==> src/rtl/vga_pkg.sv <==
// Shared types and defaults for the VGA video-RAM arbiter slice.
package vga_pkg;

  localparam int unsigned VGA_AW = 19;
  localparam int unsigned VGA_DW = 8;

  typedef enum logic [1:0] {
    OWN_NONE = 2'd0,
    OWN_DISP = 2'd1,
    OWN_CPU  = 2'd2
  } own_e;

endpackage

==> src/rtl/vga_rdpipe.sv <==
// Read-return pipeline: carries an owner tag per memory access and steers
// the returning mem_rdata into the display or CPU data register.
module vga_rdpipe
  import vga_pkg::*;
#(
  parameter int unsigned DW     = VGA_DW,
  parameter int unsigned RD_LAT = 2
) (
  input  logic          clk,
  input  logic          reset,
  input  own_e          tag_in,
  input  logic [DW-1:0] mem_rdata,
  output logic          disp_valid,
  output logic [DW-1:0] disp_rdata,
  output logic          cpu_rvalid,
  output logic [DW-1:0] cpu_rdata
);

  own_e          tag_q [RD_LAT];
  own_e          tag_d [RD_LAT];
  own_e          head;
  logic          disp_valid_q, disp_valid_d;
  logic          cpu_rvalid_q, cpu_rvalid_d;
  logic [DW-1:0] disp_rdata_q, disp_rdata_d;
  logic [DW-1:0] cpu_rdata_q,  cpu_rdata_d;

  // tag_in is the tag of the access on the memory bus this cycle; the head
  // stage therefore lines up with mem_rdata exactly RD_LAT cycles later.
  always_comb begin
    tag_d[0] = tag_in;
    for (int unsigned i = 1; i < RD_LAT; i++) begin
      tag_d[i] = tag_q[i-1];
    end
    head         = tag_q[RD_LAT-1];
    disp_valid_d = (head == OWN_DISP);
    cpu_rvalid_d = (head == OWN_CPU);
    disp_rdata_d = disp_valid_d ? mem_rdata : disp_rdata_q;
    cpu_rdata_d  = cpu_rvalid_d ? mem_rdata : cpu_rdata_q;
  end

  always_ff @(posedge clk) begin
    if (reset) begin
      for (int unsigned i = 0; i < RD_LAT; i++) begin
        tag_q[i] <= OWN_NONE;
      end
      disp_valid_q <= 1'b0;
      cpu_rvalid_q <= 1'b0;
      disp_rdata_q <= '0;
      cpu_rdata_q  <= '0;
    end else begin
      for (int unsigned i = 0; i < RD_LAT; i++) begin
        tag_q[i] <= tag_d[i];
      end
      disp_valid_q <= disp_valid_d;
      cpu_rvalid_q <= cpu_rvalid_d;
      disp_rdata_q <= disp_rdata_d;
      cpu_rdata_q  <= cpu_rdata_d;
    end
  end

  assign disp_valid = disp_valid_q;
  assign disp_rdata = disp_rdata_q;
  assign cpu_rvalid = cpu_rvalid_q;
  assign cpu_rdata  = cpu_rdata_q;

endmodule

==> src/rtl/vga_vram_arbiter.sv <==
// Single-port video RAM arbiter: display fetch has absolute priority, the
// CPU port takes the leftover slots via req/ack, read data is routed back.
module vga_vram_arbiter
  import vga_pkg::*;
#(
  parameter int unsigned AW         = VGA_AW,
  parameter int unsigned DW         = VGA_DW,
  parameter int unsigned RD_LAT     = 2,
  parameter int unsigned STARVE_LIM = 64
) (
  input  logic          clk,
  input  logic          reset,
  input  logic          disp_req,
  input  logic [AW-1:0] disp_addr,
  output logic          disp_valid,
  output logic [DW-1:0] disp_rdata,
  input  logic          cpu_req,
  input  logic          cpu_we,
  input  logic [AW-1:0] cpu_addr,
  input  logic [DW-1:0] cpu_wdata,
  output logic          cpu_ack,
  output logic          cpu_rvalid,
  output logic [DW-1:0] cpu_rdata,
  output logic          cpu_starve,
  output logic          mem_ce,
  output logic          mem_we,
  output logic [AW-1:0] mem_addr,
  output logic [DW-1:0] mem_wdata,
  input  logic [DW-1:0] mem_rdata
);

  localparam int unsigned WW = $clog2(STARVE_LIM) + 1;
  localparam logic [WW-1:0] LIM = WW'(STARVE_LIM);

  logic          grant_disp, grant_cpu;
  logic          mem_ce_q, mem_ce_d;
  logic          mem_we_q, mem_we_d;
  logic [AW-1:0] mem_addr_q, mem_addr_d;
  logic [DW-1:0] mem_wdata_q, mem_wdata_d;
  logic          cpu_ack_q, cpu_ack_d;
  own_e          own_q, own_d;
  logic [WW-1:0] cpu_wait_q, cpu_wait_d;
  logic          cpu_starve_q, cpu_starve_d;

  // A request seen while cpu_ack is high is the one already being served.
  always_comb begin
    grant_disp  = disp_req;
    grant_cpu   = !disp_req && cpu_req && !cpu_ack_q;
    mem_ce_d    = grant_disp || grant_cpu;
    mem_we_d    = grant_cpu && cpu_we;
    mem_addr_d  = mem_addr_q;
    mem_wdata_d = mem_wdata_q;
    own_d       = OWN_NONE;
    if (grant_disp) begin
      mem_addr_d = disp_addr;
      own_d      = OWN_DISP;
    end else if (grant_cpu) begin
      mem_addr_d  = cpu_addr;
      mem_wdata_d = cpu_wdata;
      own_d       = cpu_we ? OWN_NONE : OWN_CPU;
    end
    cpu_ack_d = grant_cpu;

    if (!cpu_req || cpu_ack_q) begin
      cpu_wait_d = '0;
    end else if (cpu_wait_q != '1) begin
      cpu_wait_d = cpu_wait_q + 1'b1;
    end else begin
      cpu_wait_d = cpu_wait_q;
    end
    cpu_starve_d = (cpu_wait_d >= LIM);
  end

  always_ff @(posedge clk) begin
    if (reset) begin
      mem_ce_q     <= 1'b0;
      mem_we_q     <= 1'b0;
      mem_addr_q   <= '0;
      mem_wdata_q  <= '0;
      cpu_ack_q    <= 1'b0;
      own_q        <= OWN_NONE;
      cpu_wait_q   <= '0;
      cpu_starve_q <= 1'b0;
    end else begin
      mem_ce_q     <= mem_ce_d;
      mem_we_q     <= mem_we_d;
      mem_addr_q   <= mem_addr_d;
      mem_wdata_q  <= mem_wdata_d;
      cpu_ack_q    <= cpu_ack_d;
      own_q        <= own_d;
      cpu_wait_q   <= cpu_wait_d;
      cpu_starve_q <= cpu_starve_d;
    end
  end

  vga_rdpipe #(
    .DW     (DW),
    .RD_LAT (RD_LAT)
  ) u_rdpipe (
    .clk        (clk),
    .reset      (reset),
    .tag_in     (own_q),
    .mem_rdata  (mem_rdata),
    .disp_valid (disp_valid),
    .disp_rdata (disp_rdata),
    .cpu_rvalid (cpu_rvalid),
    .cpu_rdata  (cpu_rdata)
  );

  assign mem_ce     = mem_ce_q;
  assign mem_we     = mem_we_q;
  assign mem_addr   = mem_addr_q;
  assign mem_wdata  = mem_wdata_q;
  assign cpu_ack    = cpu_ack_q;
  assign cpu_starve = cpu_starve_q;

endmodule

==> config.mk <==
export PLATFORM = sky130hd
export DESIGN_NAME = vga_vram_arbiter
export DESIGN_NICKNAME = d
export VERILOG_FILES = /design/src/rtl/vga_pkg.sv /design/src/rtl/vga_rdpipe.sv /design/src/rtl/vga_vram_arbiter.sv
export SDC_FILE = /design/constraint.sdc
export NUM_CORES = 1
export LEC_CHECK = 0
export ABC_AREA = 1
export BUFFER_PORTS_ARGS = -buffer_cell sky130_fd_sc_hd__clkbuf_2
export CORE_AREA = 2 2 81 83
export DETAILED_ROUTE_END_ITERATION = 12
export DIE_AREA = 0 0 83 85
export PLACE_DENSITY = 0.81
export REMOVE_ABC_BUFFERS = 1
export SLEW_MARGIN = 20
export SYNTH_ARGS = -nofsm -noshare
export SYNTH_HDL_FRONTEND = slang
export SYNTH_SLANG_ARGS = --single-unit
==> constraint.sdc <==
create_clock -name clk -period 2.6 [get_ports clk]
set_clock_uncertainty 0.05 [all_clocks]
set_input_delay 0.65 -clock clk [delete_from_list [all_inputs] [get_ports clk]]
set_output_delay 0.65 -clock clk [all_outputs]
set_load 0.005 [all_outputs]
==> results.yml, run 1 <==
run_status:
  outcome: "finished clean"
drt:
  drt_iter0_markers: 42
  ant_nets: 0
  drt-total-wl_um: 5580
  vias: 2384
  first_pass_iters: 4
  drc: 0
  wire_per_inst_um: 10.8
  detail_route.vias_per_cell: 4.60
clock_tree:
  tritoncts: "yes"
  clk_latency_ps: 330
  cts_buffer_depth: 2
  post-cts-setup-buffer-count: 0
  root_buffer: "clkbuf_8"
  cts_sinks: 61
  ctsHoldBuffers: 0
  cts-htree-levels: 3
  cts_buffers: 9
  path_clk_slew_ps: 60
  cts_resized: 0
power:
  leakagePower_uw: 0.00158
  powerDensity_mw_per_mm2: 610
  vdd_drop_max_mv: 0.261
setup_path:
  worstSetupEndpointType: "register"
  worstPathRequired_ps: 2810
  crit_path_start_kind: "input pin"
  ff2ff_setup_slack_ps: 1280
  criticalPathCategory: "in2reg"
  crit_fanout: 35
  arrival_ps: 1790
placed_design:
  placed_cells: 502
  dp_hpwl_um: 4110
  port_buffers: 107
  gp_congestion: 0.784
global_route:
  grt_pass1_vias: 2217
  grt_max_degree: 36
  grt.overflow.total: 0
  antenna_found_initial: 0
  grt_usage_pct: 16.9
  grt_pass1_wl_um: 9600
floorplanning:
  fp.coreArea_mm2: 0.00620
  fp.dieArea_mm2: 0.00706
  num_rows: 29
  die_height_um: 85
  io_pins: 108
  floorplan.initialDensity_pct: 39.1
  die_w_um: 83
final_layout:
  multi_input_area_mm2: 0.00102
  area_delta_synth_final_pct: 29.2
  layout_common_cells: "clkbuf_2, nand2_1, nor2_1, dfxtp_1, o21ai_0"
  diodes: 0
  final_common_cell: "clkbuf_2"
  drive_gt1_share_pct: 29.5
  stdcell_count: 518
  fill_cells: 644
  regArea_mm2: 0.00122
  finalNetCount: 496
synth:
  synth_warnings: 0
  synth_cell_types: 23
  synth_seq_cells: 61
  syn_area_mm2: 0.00242
  syn-mean-instance-area_um2: 7.30
  synthCells: 332
  ys_seq_area_share_pct: 50.4
sta:
  worstMarginPinSlew_ps: 803
  fin_crit_sh_pct: 60.5
  hold_viol: 0
  slew_headroom_pct: 46.4
  period_minus_slack_ps: 1570
  rsz0062_at_grt: "false"
  max_clock_freq_mhz: 636
  slew_viol_final: 0
  finalSetupTns_ps: 0
  setup-violations-final: 0
run:
  drv_cap: 0
hold_path:
  hp-class: "reg2reg"
## worst max-delay path, cell delays in order
cell      delay [ps]
clkbuf_2         160
inv_1            620
o21ai_0          200
nor2_1           140
## state kept, by name, summed over array words and instances (netlist names), 2 cells and up
register,count
u_rdpipe.tag_q,4
u_rdpipe.cpu_rdata,8
u_rdpipe.disp_rdata,8
mem_wdata,8
cpu_wait_q,7
own_q,2
mem_addr,19
## power breakdown
part	switching, uW	total (uW)	internal, uW	leakage (uW)
clock	352	691	339	0.0000829
sequential	22.6	1000	978	0.000500
combinational	120	220	100	0.000999
total	494	1910	1420	0.00158
## area by class of cell
class                      count  area share, %
inverter                      19           2.28
tap                           77           3.08
clock inverter                 5          0.879
sequential                    61           39.0
clock buffer                  11           4.19
timing repair buffer         111           18.1
multi-input combinational    234           32.5
## path summary, 6_finish.rpt
kind / startpoint / end / cells after the start
setup / recovery: reset / mem_addr[18] / 4
hold / removal: own_q[0] / u_rdpipe.tag_q[0][0] / 2
setup reg to reg: cpu_wait_q[0] / cpu_wait_q[4] / 6
hold reg to reg: own_q[0] / u_rdpipe.tag_q[0][0] / 2
## synth_stat cells (all sizes together)
cell    count  area share [%]
a21oi      11             2.3
clkinv      1            0.15
nor3b       1            0.52
nor2       70              11
nor3       21             4.3
a31oi       1            0.26
nand2      76              12
or2         1            0.26
o21bai      1            0.31
clkbuf      5            0.83
inv        18             2.8
dfxtp      61              50
nand3      12             2.5
ha          1            0.52
buf        13             3.9
o21ai      39             8.0
## kinds of logic after synthesis
group | Yosys count | share of synthesized area, %
DFF | 61 | 50.4
buffers and inverters | 37 | 7.64
and+or+nand+nor | 181 | 30.6
AOI/OAI and AO/OA | 52 | 10.9
adders and majority gates | 1 | 0.516
## layer usage
layer	track usage [%]	part of all wire (%)	vias up
met5	0	0	-
met4	9.39	2.2	0
met3	4.28	6.6	10
met2	27.7	45	77
met1	20.3	46	1034
li1	-	-	1263
## per-stage QoR
stage	util, %	setup slack (ps)	hold slack, ps	area (um2)	total power [uW]
after floorplan	-	523	338	2310	1120
after global placement	47.9	690	340	2970	1240
after detailed placement	47.9	620	345	2970	1240
after CTS	50.5	981	353	3130	1940
after global routing	50.5	761	358	3130	2020
final	50.5	1030	354	3130	1910
(Power assumes the default switching activity.)
==> run 2: changes to the inputs <==
- clock period: 2.6 -> 1.5 ns (I/O delays scaled with it)
==> run 2 against run 1 <==
Effect of this change: routed wire length up 2.4%; sequential cell count unchanged; cell count grew 1.4%; die area unchanged; sequential power is 73% higher; core utilization rose by 2.4 points; global-route usage shrank 0.10 points; non-clock buffer count grew 8; sequential share of layout area decreased by 1.8 points; hold slack got worse by 180 ps; first-iteration DRC count is 12% higher; via count is 1.5% higher.
==> results.yml, run 2 (synthesis results as in run 1) <==
sta:
  fin_crit_sh_pct: 87.7
  setup_ws_ps: 184
  hold_viol: 0
  fin_hold_ws_ps: 172
  period_minus_slack_ps: 1320
  slew_viol_final: 0
  worstMarginPinSlew_ps: 344
  max_clock_freq_mhz: 760
  rsz0062_at_grt: "false"
  setup-violations-final: 0
  slew_headroom_pct: 77.0
drt:
  ant_nets: 0
  vias: 2419
  drt-total-wl_um: 5710
  drc: 0
  detail_route.vias_per_cell: 4.61
  drt_iter0_markers: 47
  first_pass_iters: 6
  wire_per_inst_um: 10.9
power:
  leakagePower_uw: 0.00166
  powerDensity_mw_per_mm2: 1130
  vdd_drop_max_mv: 0.625
  switching_share_pct: 23.4
  p_seq_share_pct: 46.5
  clkPwrFrac_pct: 42.4
  p_total_uw: 3730
  internal_power_uw: 2850
  p_sw_uw: 871
  p_comb_share_pct: 11.0
floorplanning:
  die_height_um: 85
  fp.coreArea_mm2: 0.00620
  die_w_um: 83
  fp.dieArea_mm2: 0.00706
  floorplan.initialDensity_pct: 39.1
  io_pins: 108
  num_rows: 29
clock_tree:
  post-cts-setup-buffer-count: 0
  tritoncts: "yes"
  clk_latency_ps: 330
  cts_buffer_depth: 2
  root_buffer: "clkbuf_8"
  cts-htree-levels: 3
  path_clk_slew_ps: 60
  cts_sinks: 61
  ctsHoldBuffers: 0
  cts_resized: 0
  cts_buffers: 9
global_route:
  grt_max_degree: 36
  grt_pass1_vias: 2167
  antenna_found_initial: 0
  busiest_layer: "met2"
  grt_usage_pct: 16.8
  met2_usage_pct: 27.5
  grt.overflow.total: 0
  grt_pass1_wl_um: 9600
  use_met3_pct: 4.18
  met1_usage_pct: 20.4
final_layout:
  drive_gt1_share_pct: 31.0
  final_area_mm2: 0.00328
  finalNetCount: 504
  largest_reg_flops: 19
  final_common_cell: "clkbuf_2"
  area_delta_synth_final_pct: 35.4
  final_util_pct: 52.9
  layout_common_cells: "clkbuf_2, nand2_1, nor2_1, dfxtp_1, o21ai_0"
  diodes: 0
setup_path:
  criticalPathCategory: "reg2reg"
  ff2ff_setup_slack_ps: 180
  endpoint: "cpu_wait_q[4]"
  cp_cell_sequence: "ha_1, nand2_1, inv_1, nand2_1, or2_2, a21oi_1"
  crit_top_cell: "nand2_1"
  crit_fanout: 4
  arrival_ps: 1530
  crit_start: "cpu_wait_q[1]"
  crit_path_start_kind: "register"
  worstSetupEndpointType: "register"
  rr_worst_depth: 6
  reg2reg_to: "cpu_wait_q[4]"
  rr_startpoint: "cpu_wait_q[1]"
  cp_slowest_stage_delay_ps: 370
  worstPathRequired_ps: 1710
  slowest_stage: "dfxtp_1"
placed_design:
  dp_hpwl_um: 4250
  gp_congestion: 0.790
  port_buffers: 107
  post-place-ws_ps: 98.7
  placed_cell_area_mm2: 0.00307
hold_path:
  min-delay-start: "cpu_we"
  hp-class: "in2reg"
run:
  drv_cap: 0
run_status:
  outcome: "finished clean"
[run 2: power groups by stage]
stage / Clock (uW) / Sequential (uW) / Combinational (uW)
3_5_place_dp: 0 / 1770 / 417
4_1_cts: 1610 / 1730 / 417
6_report: 1580 / 1730 / 412
3_3_place_gp: 0 / 1770 / 407
2_1_floorplan: 0 / 1770 / 165
5_1_grt: 1670 / 1740 / 471
[run 2: per-stage QoR]
stage               TNS (ps)  cells
floorplan              -7620    314
CTS                        0    525
finish                     0    525
global route               0    525
global placement           0    510
detailed placement         0    510
[run 2: how the worst min path moves through the flow]
stage | slack [ps] | cells after the start | end
2_1_floorplan | 340 | 2 | u_rdpipe.tag_q[0][0]
3_3_place_gp | 340 | 2 | u_rdpipe.tag_q[0][2]
3_5_place_dp | 340 | 2 | u_rdpipe.tag_q[0][3]
4_1_cts | 150 | 2 | own_q[1]
5_1_grt | 150 | 2 | own_q[1]
6_report | 170 | 2 | own_q[1]
[run 2: final cells by class]
class / instances / area (um2)
repair buffers: 119 / 663
multi-input cells: 234 / 1020
well taps: 77 / 96.3
clock inverters: 5 / 75.1
flip-flops and latches: 61 / 1220
fillers: 600 / 2920
clock buffers: 10 / 138
inverters: 19 / 71.3
[run 2: layer usage]
metal	up-vias	routed length, um
li1	1279	-
met3	11	328
met1	1050	2650
met5	-	0
met4	0	122
met2	79	2600
[run 2: critical path: cells and delay by family (launching register included)]
family / cells / cell delay, ps
DFF: 1 / 370
buffers and inverters: 1 / 100
adders and majority gates: 1 / 180
and+or+nand+nor: 3 / 410
AOI/OAI and AO/OA: 1 / 150
